--- config.mk ---
export PLATFORM = sky130hd
export DESIGN_NAME = tl_burst_lock_arbiter
export DESIGN_NICKNAME = d
export VERILOG_FILES = /design/src/rtl/tl_burst_lock_arbiter.sv
export SDC_FILE = /design/constraint.sdc
export NUM_CORES = 1
export LEC_CHECK = 0
export ABC_AREA = 1
export CELL_PAD_IN_SITES_DETAIL_PLACEMENT = 1
export CELL_PAD_IN_SITES_GLOBAL_PLACEMENT = 1
export CORE_ASPECT_RATIO = 0.8
export CORE_UTILIZATION = 16
export DETAILED_ROUTE_END_ITERATION = 8
export PLACE_DENSITY_LB_ADDON = 0.08
export SLEW_MARGIN = 20
export SYNTH_ARGS = -nofsm -noshare
export SYNTH_HDL_FRONTEND = slang
export SYNTH_SLANG_ARGS = --single-unit
--- constraint.sdc ---
create_clock -name clk_i -period 6.55 [get_ports clk_i]
set_clock_uncertainty 0.1 [all_clocks]
set_input_delay 0.655 -clock clk_i [delete_from_list [all_inputs] [get_ports clk_i]]
set_output_delay 0.655 -clock clk_i [all_outputs]
set_load 0.02 [all_outputs]
--- src/rtl/tl_burst_lock_arbiter.sv ---
// N:1 round-robin arbiter for TileLink A/C channels. Once a requester wins, the grant stays
// with it until the last beat of its message has been accepted, so messages never interleave.
module tl_burst_lock_arbiter #(
  parameter int  N_MASTER   = 2,
  parameter type DATA_T     = logic [63:0],
  parameter int  SIZE_W     = 4,
  parameter int  BEAT_BYTES = 8,
  parameter int  MAX_SIZE   = 6,
  localparam int LOG2_BEAT  = $clog2(BEAT_BYTES),
  localparam int CNT_W      = (MAX_SIZE - LOG2_BEAT > 1) ? (MAX_SIZE - LOG2_BEAT) : 1,
  localparam int SEL_W      = $clog2(N_MASTER)
) (
  input  logic                clk_i,
  input  logic                rst_i,
  input  logic [N_MASTER-1:0] inp_valid_i,
  output logic [N_MASTER-1:0] inp_ready_o,
  input  DATA_T               inp_bits_i [N_MASTER],
  input  logic [SIZE_W-1:0]   inp_size_i [N_MASTER],
  input  logic [N_MASTER-1:0] inp_has_data_i,
  output logic                oup_valid_o,
  input  logic                oup_ready_i,
  output DATA_T               oup_bits_o,
  output logic [SEL_W-1:0]    oup_sel_o,
  output logic                oup_first_o,
  output logic                oup_last_o
);

  localparam logic [1:0] ST_IDLE  = 2'd0;
  localparam logic [1:0] ST_HOLD  = 2'd1;
  localparam logic [1:0] ST_BURST = 2'd2;

  logic [1:0]       r_state;
  logic [SEL_W-1:0] r_ptr;
  logic [SEL_W-1:0] r_gnt;
  logic [CNT_W-1:0] r_cnt;

  logic [SEL_W-1:0] w_sel;
  logic [CNT_W-1:0] w_selBeatsM1;
  logic             w_anyValid;
  logic             w_fire;

  // Beats minus one for a message; sizes above MAX_SIZE saturate, data-less messages are one beat.
  function automatic logic [CNT_W-1:0] beatsM1(input logic [SIZE_W-1:0] size, input logic hasData);
    int sz;
    int beats;
    sz = int'(size);
    if (sz > MAX_SIZE) sz = MAX_SIZE;
    beats = 0;
    if (hasData && (sz > LOG2_BEAT)) beats = (1 << (sz - LOG2_BEAT)) - 1;
    return CNT_W'(beats);
  endfunction

  function automatic logic [SEL_W-1:0] nextIdx(input logic [SEL_W-1:0] idx);
    if (int'(idx) == N_MASTER - 1) return '0;
    return idx + SEL_W'(1);
  endfunction

  assign w_anyValid = |inp_valid_i;

  // First asserted valid at or after the round-robin pointer, wrapping at N_MASTER.
  always_comb begin
    int   idx;
    logic found;
    w_sel = r_ptr;
    found = 1'b0;
    idx   = 0;
    for (int k = 0; k < N_MASTER; k++) begin
      idx = int'(r_ptr) + k;
      if (idx >= N_MASTER) idx = idx - N_MASTER;
      if (!found && inp_valid_i[SEL_W'(idx)]) begin
        w_sel = SEL_W'(idx);
        found = 1'b1;
      end
    end
  end

  assign w_selBeatsM1 = beatsM1(inp_size_i[w_sel], inp_has_data_i[w_sel]);

  always_comb begin
    oup_valid_o = 1'b0;
    oup_sel_o   = '0;
    oup_first_o = 1'b0;
    oup_last_o  = 1'b0;
    inp_ready_o = '0;
    if (!rst_i) begin
      case (r_state)
        ST_HOLD: begin
          oup_sel_o          = r_gnt;
          oup_valid_o        = inp_valid_i[r_gnt];
          oup_first_o        = 1'b1;
          oup_last_o         = (r_cnt == '0);
          inp_ready_o[r_gnt] = oup_ready_i;
        end
        ST_BURST: begin
          oup_sel_o          = r_gnt;
          oup_valid_o        = inp_valid_i[r_gnt];
          oup_first_o        = 1'b0;
          oup_last_o         = (r_cnt == '0);
          inp_ready_o[r_gnt] = oup_ready_i;
        end
        default: begin
          oup_sel_o          = w_sel;
          oup_valid_o        = w_anyValid;
          oup_first_o        = 1'b1;
          oup_last_o         = (w_selBeatsM1 == '0);
          inp_ready_o[w_sel] = oup_ready_i;
        end
      endcase
    end
  end

  assign oup_bits_o = inp_bits_i[oup_sel_o];
  assign w_fire     = oup_valid_o & oup_ready_i;

  // A first beat that stalls is frozen in HOLD so a later higher-priority valid cannot steal it.
  always_ff @(posedge clk_i) begin
    if (rst_i) begin
      r_state <= ST_IDLE;
      r_ptr   <= '0;
      r_gnt   <= '0;
      r_cnt   <= '0;
    end else begin
      case (r_state)
        ST_IDLE: begin
          if (w_anyValid) begin
            if (oup_ready_i) begin
              if (w_selBeatsM1 == '0) begin
                r_ptr <= nextIdx(w_sel);
              end else begin
                r_gnt   <= w_sel;
                r_cnt   <= w_selBeatsM1 - CNT_W'(1);
                r_state <= ST_BURST;
              end
            end else begin
              r_gnt   <= w_sel;
              r_cnt   <= w_selBeatsM1;
              r_state <= ST_HOLD;
            end
          end
        end
        ST_HOLD: begin
          if (w_fire) begin
            if (r_cnt == '0) begin
              r_ptr   <= nextIdx(r_gnt);
              r_state <= ST_IDLE;
            end else begin
              r_cnt   <= r_cnt - CNT_W'(1);
              r_state <= ST_BURST;
            end
          end
        end
        ST_BURST: begin
          if (w_fire) begin
            if (r_cnt == '0) begin
              r_ptr   <= nextIdx(r_gnt);
              r_state <= ST_IDLE;
            end else begin
              r_cnt <= r_cnt - CNT_W'(1);
            end
          end
        end
        default: r_state <= ST_IDLE;
      endcase
    end
  end

endmodule

==> impl_results.md <==
* Worst EP required at 5790 ps
* Cts hold-fix bufs at 0
* Peak VDD IR at 0.0742 mV
* Root Driver: clkbuf_16
* Final core utilization at 37.6%
* I/O Pins at 213
* Synth Net Count at 519
* Cell variety after synth at 30
* Post-Synth XOR/XNOR Area at 0%
* CTS H-tree depth at 1
* Final nets at 720
* GP Congestion at 0.726
* RSZ-0062 raised after global routing: false
* Mapped Cells at 365
* Synth Cell Area at 0.00178 mm^2
* Final total power at 1.14 mW
* Die ar. at 0.0116 mm^2
* Standard-cell rows at 34
* Critical path's slowest cell: clkinv_2
* Most common cell after layout, fill and taps aside: nand2_1
* GR Util All Layers at 15.8%
* Yosys reg bits at 7
* Final period util at 72.9%
* R2R setup slack at 2840 ps
* Core Area at 0.0108 mm^2
* Layout cell share with drive strength beyond 1 at 5.31%
* Mux cell area share after synthesis at 0%
* Detailed Route WL at 9840 um
* DRC violations left at 0
* Clk sinks at 7
* Starting Density at 16.4%
* Post-Synth Adder-Cell Area at 7.71%
* Layout area overhead at 128%
* Area after DPL at 0.00400 mm^2
* Crit path launch: rst_i
* Hold slack at 382 ps
* Avg Inst Size Synth at 4.89 um^2
* Crit path cell chain: clkdlybuf4s50_1, inv_1, nand2_2, buf_4, clkinv_2, nand2_1, nand2_1, clkdlybuf4s50_1
* Status: finished, final reports clean
* Setup TNS at 0 ps
* Reg clk slew, reported paths at 40 ps
* Finished Layout Cells at 709
* Layout fillers at 1,435
* Worst slew margin at 37.6%
* Drt via density at 4.09
* 1st-pass router iterations at 4
* Max Fclk at 0.209 GHz
* CP peak stage delay at 910 ps
* I/O Buffers at 212
* Die Span Y at 96.5 um
* Synth Area in Simple Gates at 64.2%
* Logic pwr share at 84.1%
* Sw Pwr at 580 uW
* Clock power share at 9.4%
* CTS resizes at 0
* R2r endpoint: r_cnt[1]
* Switching share of power at 50.9%
* Most frequent cells in the layout: nand2_1 (235), clkdlybuf4s50_1 (212), inv_1 (25), nor2_1 (13), a21oi_1 (13)
* Placed Instances at 705
* DR WL/cell at 13.9 um
* Worst EP arrival at 4020 ps
* Crit path setup slack, layout at 1780 ps
* MaxCap Viol Count at 0
* Detailed placement HPWL at 8280 um
* Largest net degree at the start of global routing at 67
* Crit path capture: oup_bits_o[28]
* Largest family of logic cells by synthesized area: simple AND/OR/NAND/NOR gates
* First-pass GRT wire length at 14,500 um
* Synth warn at 0
* Synth Area in Compound Gates at 8.49%
* Clock buffer depth at 2
* Leak Pwr at 1.96 nW
* CTS buffer count at 3
* Min-delay worst type: flop to flop
* Crit Path Max Fanout at 66
* Worst R2R Path Depth at 22
* Inserted Diodes at 0
* Vias in the first global route at 2,975
* Post-route design area at 0.00408 mm^2
* Final setup violation count at 0
* Worst-Margin Slew at 936 ps
* Remaining global-route overflow at 0
* Cell area power density at 280 mW/mm^2
* Pre-CTS WS at 1830 ps
* Crit Path Class: input port to output pin
* Power Internal at 559 uW
* Sequential fraction of the synthesis area at 7.85%
* Max-slew violations at 0
* Worst setup SP type: input port
* Setup Fix Bufs, Post-CTS at 0
* Antenna violations before repair at 0
* Hold Fails Final Rpt at 0
* CTS tree: done
* RR Startpoint: r_ptr
* Tmin final at 4770 ps
* Clock Latency Late Sink at 240 ps
* DIE WIDTH at 120 um
* Worst setup EP type: output pin
* Via Count at 2,900
* Power share of the sequential group at 6.4%
* Initial DRC Count at 65
* Remaining antenna violation count at 0
-- flip-flops by register name, summed over array words and instances (netlist names) --
register  flops
r_cnt         3
r_gnt         1
r_ptr         1
r_state       2
-- routing by layer --
layer  track usage [%]  up-vias  share of wire [%]
met4              2.81        0               0.64
met3              3.76        5                7.0
met1              17.3     1296                 38
li1                  -     1497                  -
met5                 0        -                  0
met2              31.4      102                 54
-- cell families (layout without fill, tap and decap cells) --
kind of cell / count (synthesis) / after routing
other: 1 / 1
buffers and inverters: 44 / 244
AND/OR/NAND/NOR: 277 / 277
adder cells (fa/ha/maj): 11 / 11
flip-flops: 7 / 7
AO/OA/AOI/OAI: 25 / 25
-- Yosys cell counts --
library cell  number  area, um^2
nand2_1          236         886
inv_1             26        97.6
a21oi_1           13        65.1
nor2_1            13        48.8
ha_1              11         138
nand2_2            9        56.3
buf_2              8        40.0
dfxtp_1            7         140
clkbuf_1           6        22.5
nand3_1            6        30.0
o21ai_0            5        25.0
nand2_4            3        33.8
a21oi_2            2        17.5
nand3_2            2        20.0
nor2_4             2        22.5
o21ai_1            2        10.0
a21boi_4           1        18.8
buf_12             1        20.0
buf_4              1        7.51
buf_6              1        11.3
conb_1             1        3.75
inv_4              1        6.26
nand3b_1           1        7.51
nand3b_2           1        11.3
nand4_1            1        6.26
nand4_2            1        12.5
nor3_1             1        5.00
o21ai_2            1        8.76
o22ai_1            1        6.26
or2_2              1        6.26
-- worst min path at each step --
| stage | cells after the start | to | startpoint | slack [ps] |
|---|---|---|---|---|
| floorplan | 2 | r_cnt[1] | r_cnt[1] | 340 |
| global placement | 2 | r_cnt[1] | r_cnt[1] | 360 |
| detailed placement | 2 | r_cnt[1] | r_cnt[1] | 360 |
| CTS | 2 | r_cnt[1] | r_cnt[1] | 390 |
| global route | 2 | r_cnt[1] | r_cnt[1] | 420 |
| finish | 2 | r_cnt[1] | r_cnt[1] | 380 |
-- power by group through the flow --
stage / Clock [mW] / Combinational [mW] / Sequential [mW]
floorplan: 0 / 0.573 / 0.0667
global placement: 0 / 0.955 / 0.0737
detailed placement: 0 / 0.968 / 0.0743
CTS: 0.110 / 0.974 / 0.0738
global route: 0.115 / 1.06 / 0.0766
finish: 0.108 / 0.958 / 0.0733
-- critical path, delay by kind of cell --
family	cells	cell delay, ps
buffers and inverters	5	2860
and+or+nand+nor	3	450
-- cell type report --
cell class | count | area (um^2) | area share (%)
Clock buffer | 4 | 78.8 | 1.93
Tap cell | 144 | 180 | 4.42
Sequential cell | 7 | 140 | 3.44
Multi-Input combinational cell | 314 | 1440 | 35.4
Inverter | 27 | 105 | 2.58
Timing Repair Buffer | 213 | 2130 | 52.3
Power figures use the tool's default switching activity.
==> variant 1, RTL diff (same flow settings) <==
Change the parameter `N_MASTER` from 2 to 4.
--- a/src/rtl/tl_burst_lock_arbiter.sv
+++ b/src/rtl/tl_burst_lock_arbiter.sv
@@ -1,7 +1,7 @@
 // N:1 round-robin arbiter for TileLink A/C channels. Once a requester wins, the grant stays
 // with it until the last beat of its message has been accepted, so messages never interleave.
 module tl_burst_lock_arbiter #(
-  parameter int  N_MASTER   = 2,
+  parameter int  N_MASTER   = 4,
   parameter type DATA_T     = logic [63:0],
   parameter int  SIZE_W     = 4,
   parameter int  BEAT_BYTES = 8,
Interface: changed (6 resized); port bits go from 213 to 356. The function was not compared with the original's and may differ.
==> variant 1 against the original RTL <==
Via count increased by 98%; synthesized cell count rose by 86%; setup slack worse by 1.1 ns; global-route usage is 2.6 points higher; first-iteration DRC count grew to 3.3 times the old value; total power grew to 3.3 times the old value; largest power group unchanged; synthesized area grew 110%; count of clock-buffer cells in the layout unchanged; wire length increased by 140%; critical path type unchanged; design area increased by 89%; sequential cell count increased by 2; combinational power rose to 3.7 times the old value; hold slack better by 0.0082 ns; highest routed layer unchanged.
==> variant 1: results (changes against the original RTL) <==
.. list-table::
   :header-rows: 1

   * - Metric
     - Value
   * - Nets@finish
     - 1295 (was 720)
   * - Peak supply drop
     - 225 uV (was 74.2 uV)
   * - Switching share of power
     - 57.3% (was 50.9%)
   * - Highest net fanout along the worst path
     - 15 (was 66)
   * - First-pass GRT wire length
     - 35000 microns (was 14500 microns)
   * - Power Sequential
     - 101 uW (was 73.3 uW)
   * - Detailed-routed wire length on met2
     - 11800 microns (was 5300 microns)
   * - Start point of the critical path
     - inp_valid_i[1] (was rst_i)
   * - Global Route met1 Usage
     - 22.9% (was 17.3%)
   * - Reg2Reg Capture Point
     - r_ptr[0] (was r_cnt[1])
   * - Cell class contributing the biggest share of worst-path delay
     - simple AND/OR/NAND/NOR gates (was buffers and inverters)
   * - R2R Setup Slk
     - 1.94 ns (was 2.84 ns)
   * - Share of final-layout standard cells stronger than drive strength 1
     - 11.7% (was 5.31%)
   * - Maximum number of pins on one net before global-route repair
     - 130 (was 67)
   * - Power density over the cells
     - 489 mW/mm^2 (was 280 mW/mm^2)
   * - Area fraction in compound gates after synthesis
     - 29.3% (was 8.49%)
   * - Synth cell count leaders
     - sky130_fd_sc_hd__nor2_1, sky130_fd_sc_hd__nand2_1, sky130_fd_sc_hd__o211ai_1, sky130_fd_sc_hd__o31ai_1, sky130_fd_sc_hd__or2_2 (was sky130_fd_sc_hd__nand2_1, sky130_fd_sc_hd__inv_1, sky130_fd_sc_hd__a21oi_1, sky130_fd_sc_hd__nor2_1, sky130_fd_sc_hd__ha_1)
   * - Launching point of the worst reg2reg path
     - r_ptr[0] (was r_ptr)
   * - Met3 Resource Use GR
     - 3.91% (was 3.76%)
   * - Post-place instance area
     - 0.00762 sq mm (was 0.00400 sq mm)
   * - Leakage dissipation
     - 0.00313 uW (was 0.00196 uW)
   * - CP max stage delay
     - 0.55 ns (was 0.91 ns)
   * - Comb pwr
     - 3550 uW (was 958 uW)
   * - Number of unique standard cell types used by synthesis
     - 40 (was 30)
   * - Routed Wire Length
     - 23500 microns (was 9840 microns)
   * - Post-synth net total
     - 980 (was 519)
   * - Sequential element share of the synthesized area
     - 4.72% (was 7.85%)
   * - Critical Path AT
     - 5.07 ns (was 4.02 ns)
   * - Detailed route wirelength on metal3
     - 1340 microns (was 692 microns)
   * - Result of the run
     - finished clean (unchanged)
   * - Grt met2 use
     - 33.4% (was 31.4%)
   * - Detailed-routing wirelength on met1
     - 10300 microns (was 3790 microns)
   * - Register-to-Register Path Depth
     - 31 (was 22)
   * - Crit path max-delay cell type
     - sky130_fd_sc_hd__clkdlybuf4s50_1 (was sky130_fd_sc_hd__clkinv_2)
   * - Vias
     - 5752 (was 2900)
   * - Part of the cycle the worst path needs
     - 88.9% (was 72.9%)
   * - DP HPWL
     - 19200 microns (was 8280 microns)
   * - Number of buffers added on ports
     - 355 (was 212)
   * - Worst Setup Slack post-DPL
     - 0.701 ns (was 1.83 ns)
   * - Slew @ Worst Pin
     - 0.868 ns (was 0.936 ns)
   * - XOR/XNOR Fraction of Synth Area
     - 0.230% (was 0%)
variant 1: cell types whose count changed in the layout (fill, tap and decap cells not counted), sizes merged, moves of 12 or more:
| cell | before | now |
|---|---|---|
| inv | 26 | 38 |
| nand3 | 8 | 27 |
| or2 | 1 | 64 |
| o211ai | 0 | 64 |
| nor2 | 15 | 166 |
| clkdlybuf4s50 | 212 | 355 |
| o31ai | 0 | 64 |
| nand2 | 248 | 138 |
variant 1: through the flow:
step	std cells	hold WS (ns)	util, %
global placement	1300	0.384	32.6
floorplan	678	0.357	-
detailed placement	1300	0.395	32.6
CTS	1304	0.402	32.9
finish	1305	0.390	32.9
global route	1304	0.429	32.9
variant 1: layout make-up:
class / instances / share of cell area, %
multi-input cells: 580 / 42.4
clock buffers: 4 / 1.02
flip-flops and latches: 9 / 2.34
inverters: 39 / 1.98
repair buffers: 360 / 47.1
diodes: 1 / 0.0325
well taps: 312 / 5.07
==> variant 2, RTL diff (same settings) <==
Made on the original files. Make the reset (`rst_i`) asynchronous in one clocked block.
--- a/src/rtl/tl_burst_lock_arbiter.sv
+++ b/src/rtl/tl_burst_lock_arbiter.sv
@@ -113,7 +113,7 @@
   assign w_fire     = oup_valid_o & oup_ready_i;
 
   // A first beat that stalls is frozen in HOLD so a later higher-priority valid cannot steal it.
-  always_ff @(posedge clk_i) begin
+  always_ff @(posedge clk_i or posedge rst_i) begin
     if (rst_i) begin
       r_state <= ST_IDLE;
       r_ptr   <= '0;
Check against the original RTL: no difference found for any inputs over 4 cycles, from zero or initial values and one cycle with rst_i high; that may be too few to reach the edited logic, so the function may still have changed.
==> variant 2 against the original RTL <==
Non-clock buffer count stayed put; setup slack better by 0.016 ns; design area is 0.95% higher; hold slack better by 0.068 ns; synthesized area is 1.1% higher; die area is 1.0% higher; count of clock-buffer cells in the layout is 1 lower; wire length is 2.1% higher; combinational power is 54% higher; sequential cell count stayed put; clock power is 5% lower; total power is 46% higher.
==> variant 2: results (changes against the original RTL) <==
.. list-table::
   :header-rows: 1

   * - Metric
     - Value
   * - Result of the run
     - finished clean (unchanged)
   * - Arithmetic-cell share of the synthesized area counting full adders, half adders and majority gates
     - 7.63% (was 7.71%)
   * - Number of unique standard cell types used by synthesis
     - 29 (was 30)
   * - DR vias/cell
     - 4.07 (was 4.09)
   * - Worst hold-check slack
     - 0.450 ns (was 0.382 ns)
   * - Synth cell count leaders
     - sky130_fd_sc_hd__nand2_1, sky130_fd_sc_hd__inv_1, sky130_fd_sc_hd__nand2_2 (was sky130_fd_sc_hd__nand2_1, sky130_fd_sc_hd__inv_1, sky130_fd_sc_hd__a21oi_1, sky130_fd_sc_hd__nor2_1, sky130_fd_sc_hd__ha_1)
   * - First-pass GRT wire length
     - 15400 microns (was 14500 microns)
   * - Violation count after the first detailed-route iteration
     - 122 (was 65)
   * - Hold-critical path endpoint
     - r_cnt[1] (unchanged)
   * - Endpoint of the worst setup timing path
     - oup_bits_o[55] (was oup_bits_o[28])
   * - Async SR Flop Fraction
     - 100% (was 0%)
   * - Kind of critical path
     - register to primary output (was input pin to primary output)
   * - Start point of the critical path
     - r_state[0] (was rst_i)
   * - Routability-driven placement congestion ratio
     - 0.791 (was 0.726)
   * - Flop pwr share
     - 5.4% (was 6.4%)
   * - Leakage dissipation
     - 0.00199 uW (was 0.00196 uW)
   * - Crit path time final
     - 4.76 ns (was 4.77 ns)
   * - Critical Path AT
     - 4.00 ns (was 4.02 ns)
   * - Post-synth net total
     - 515 (was 519)
   * - Share of final-layout standard cells stronger than drive strength 1
     - 6.56% (was 5.31%)
   * - Non-filler instance count after layout
     - 708 (was 709)
   * - Launching point of the worst reg2reg path
     - r_ptr (unchanged)
   * - Grt met2 use
     - 34.0% (was 31.4%)
   * - Routed Wire Length
     - 10000 microns (was 9840 microns)
   * - Global Route met1 Usage
     - 16.6% (was 17.3%)
-- variant 2: cell count changes after synthesis, moves of 3 or more --
cell	before	now
sky130_fd_sc_hd__buf_4	1	6
sky130_fd_sc_hd__nand3_1	6	9
sky130_fd_sc_hd__dfrtp_1	0	7
sky130_fd_sc_hd__nand2_2	9	15
sky130_fd_sc_hd__dfxtp_1	7	0
sky130_fd_sc_hd__nor2_2	0	3
sky130_fd_sc_hd__a21oi_1	13	7
sky130_fd_sc_hd__buf_2	8	2
sky130_fd_sc_hd__nand2_1	236	225
-- variant 2: area by class of cell --
| type | instances | area (sq um) |
|---|---|---|
| Clock buffer | 3 | 75.1 |
| Inverter | 31 | 125 |
| Fill cell | 1433 | 6820 |
| Tap cell | 144 | 180 |
| Timing Repair Buffer | 213 | 2130 |
| Sequential cell | 7 | 175 |
| Clock inverter | 1 | 5.00 |
| Multi-Input combinational cell | 309 | 1420 |
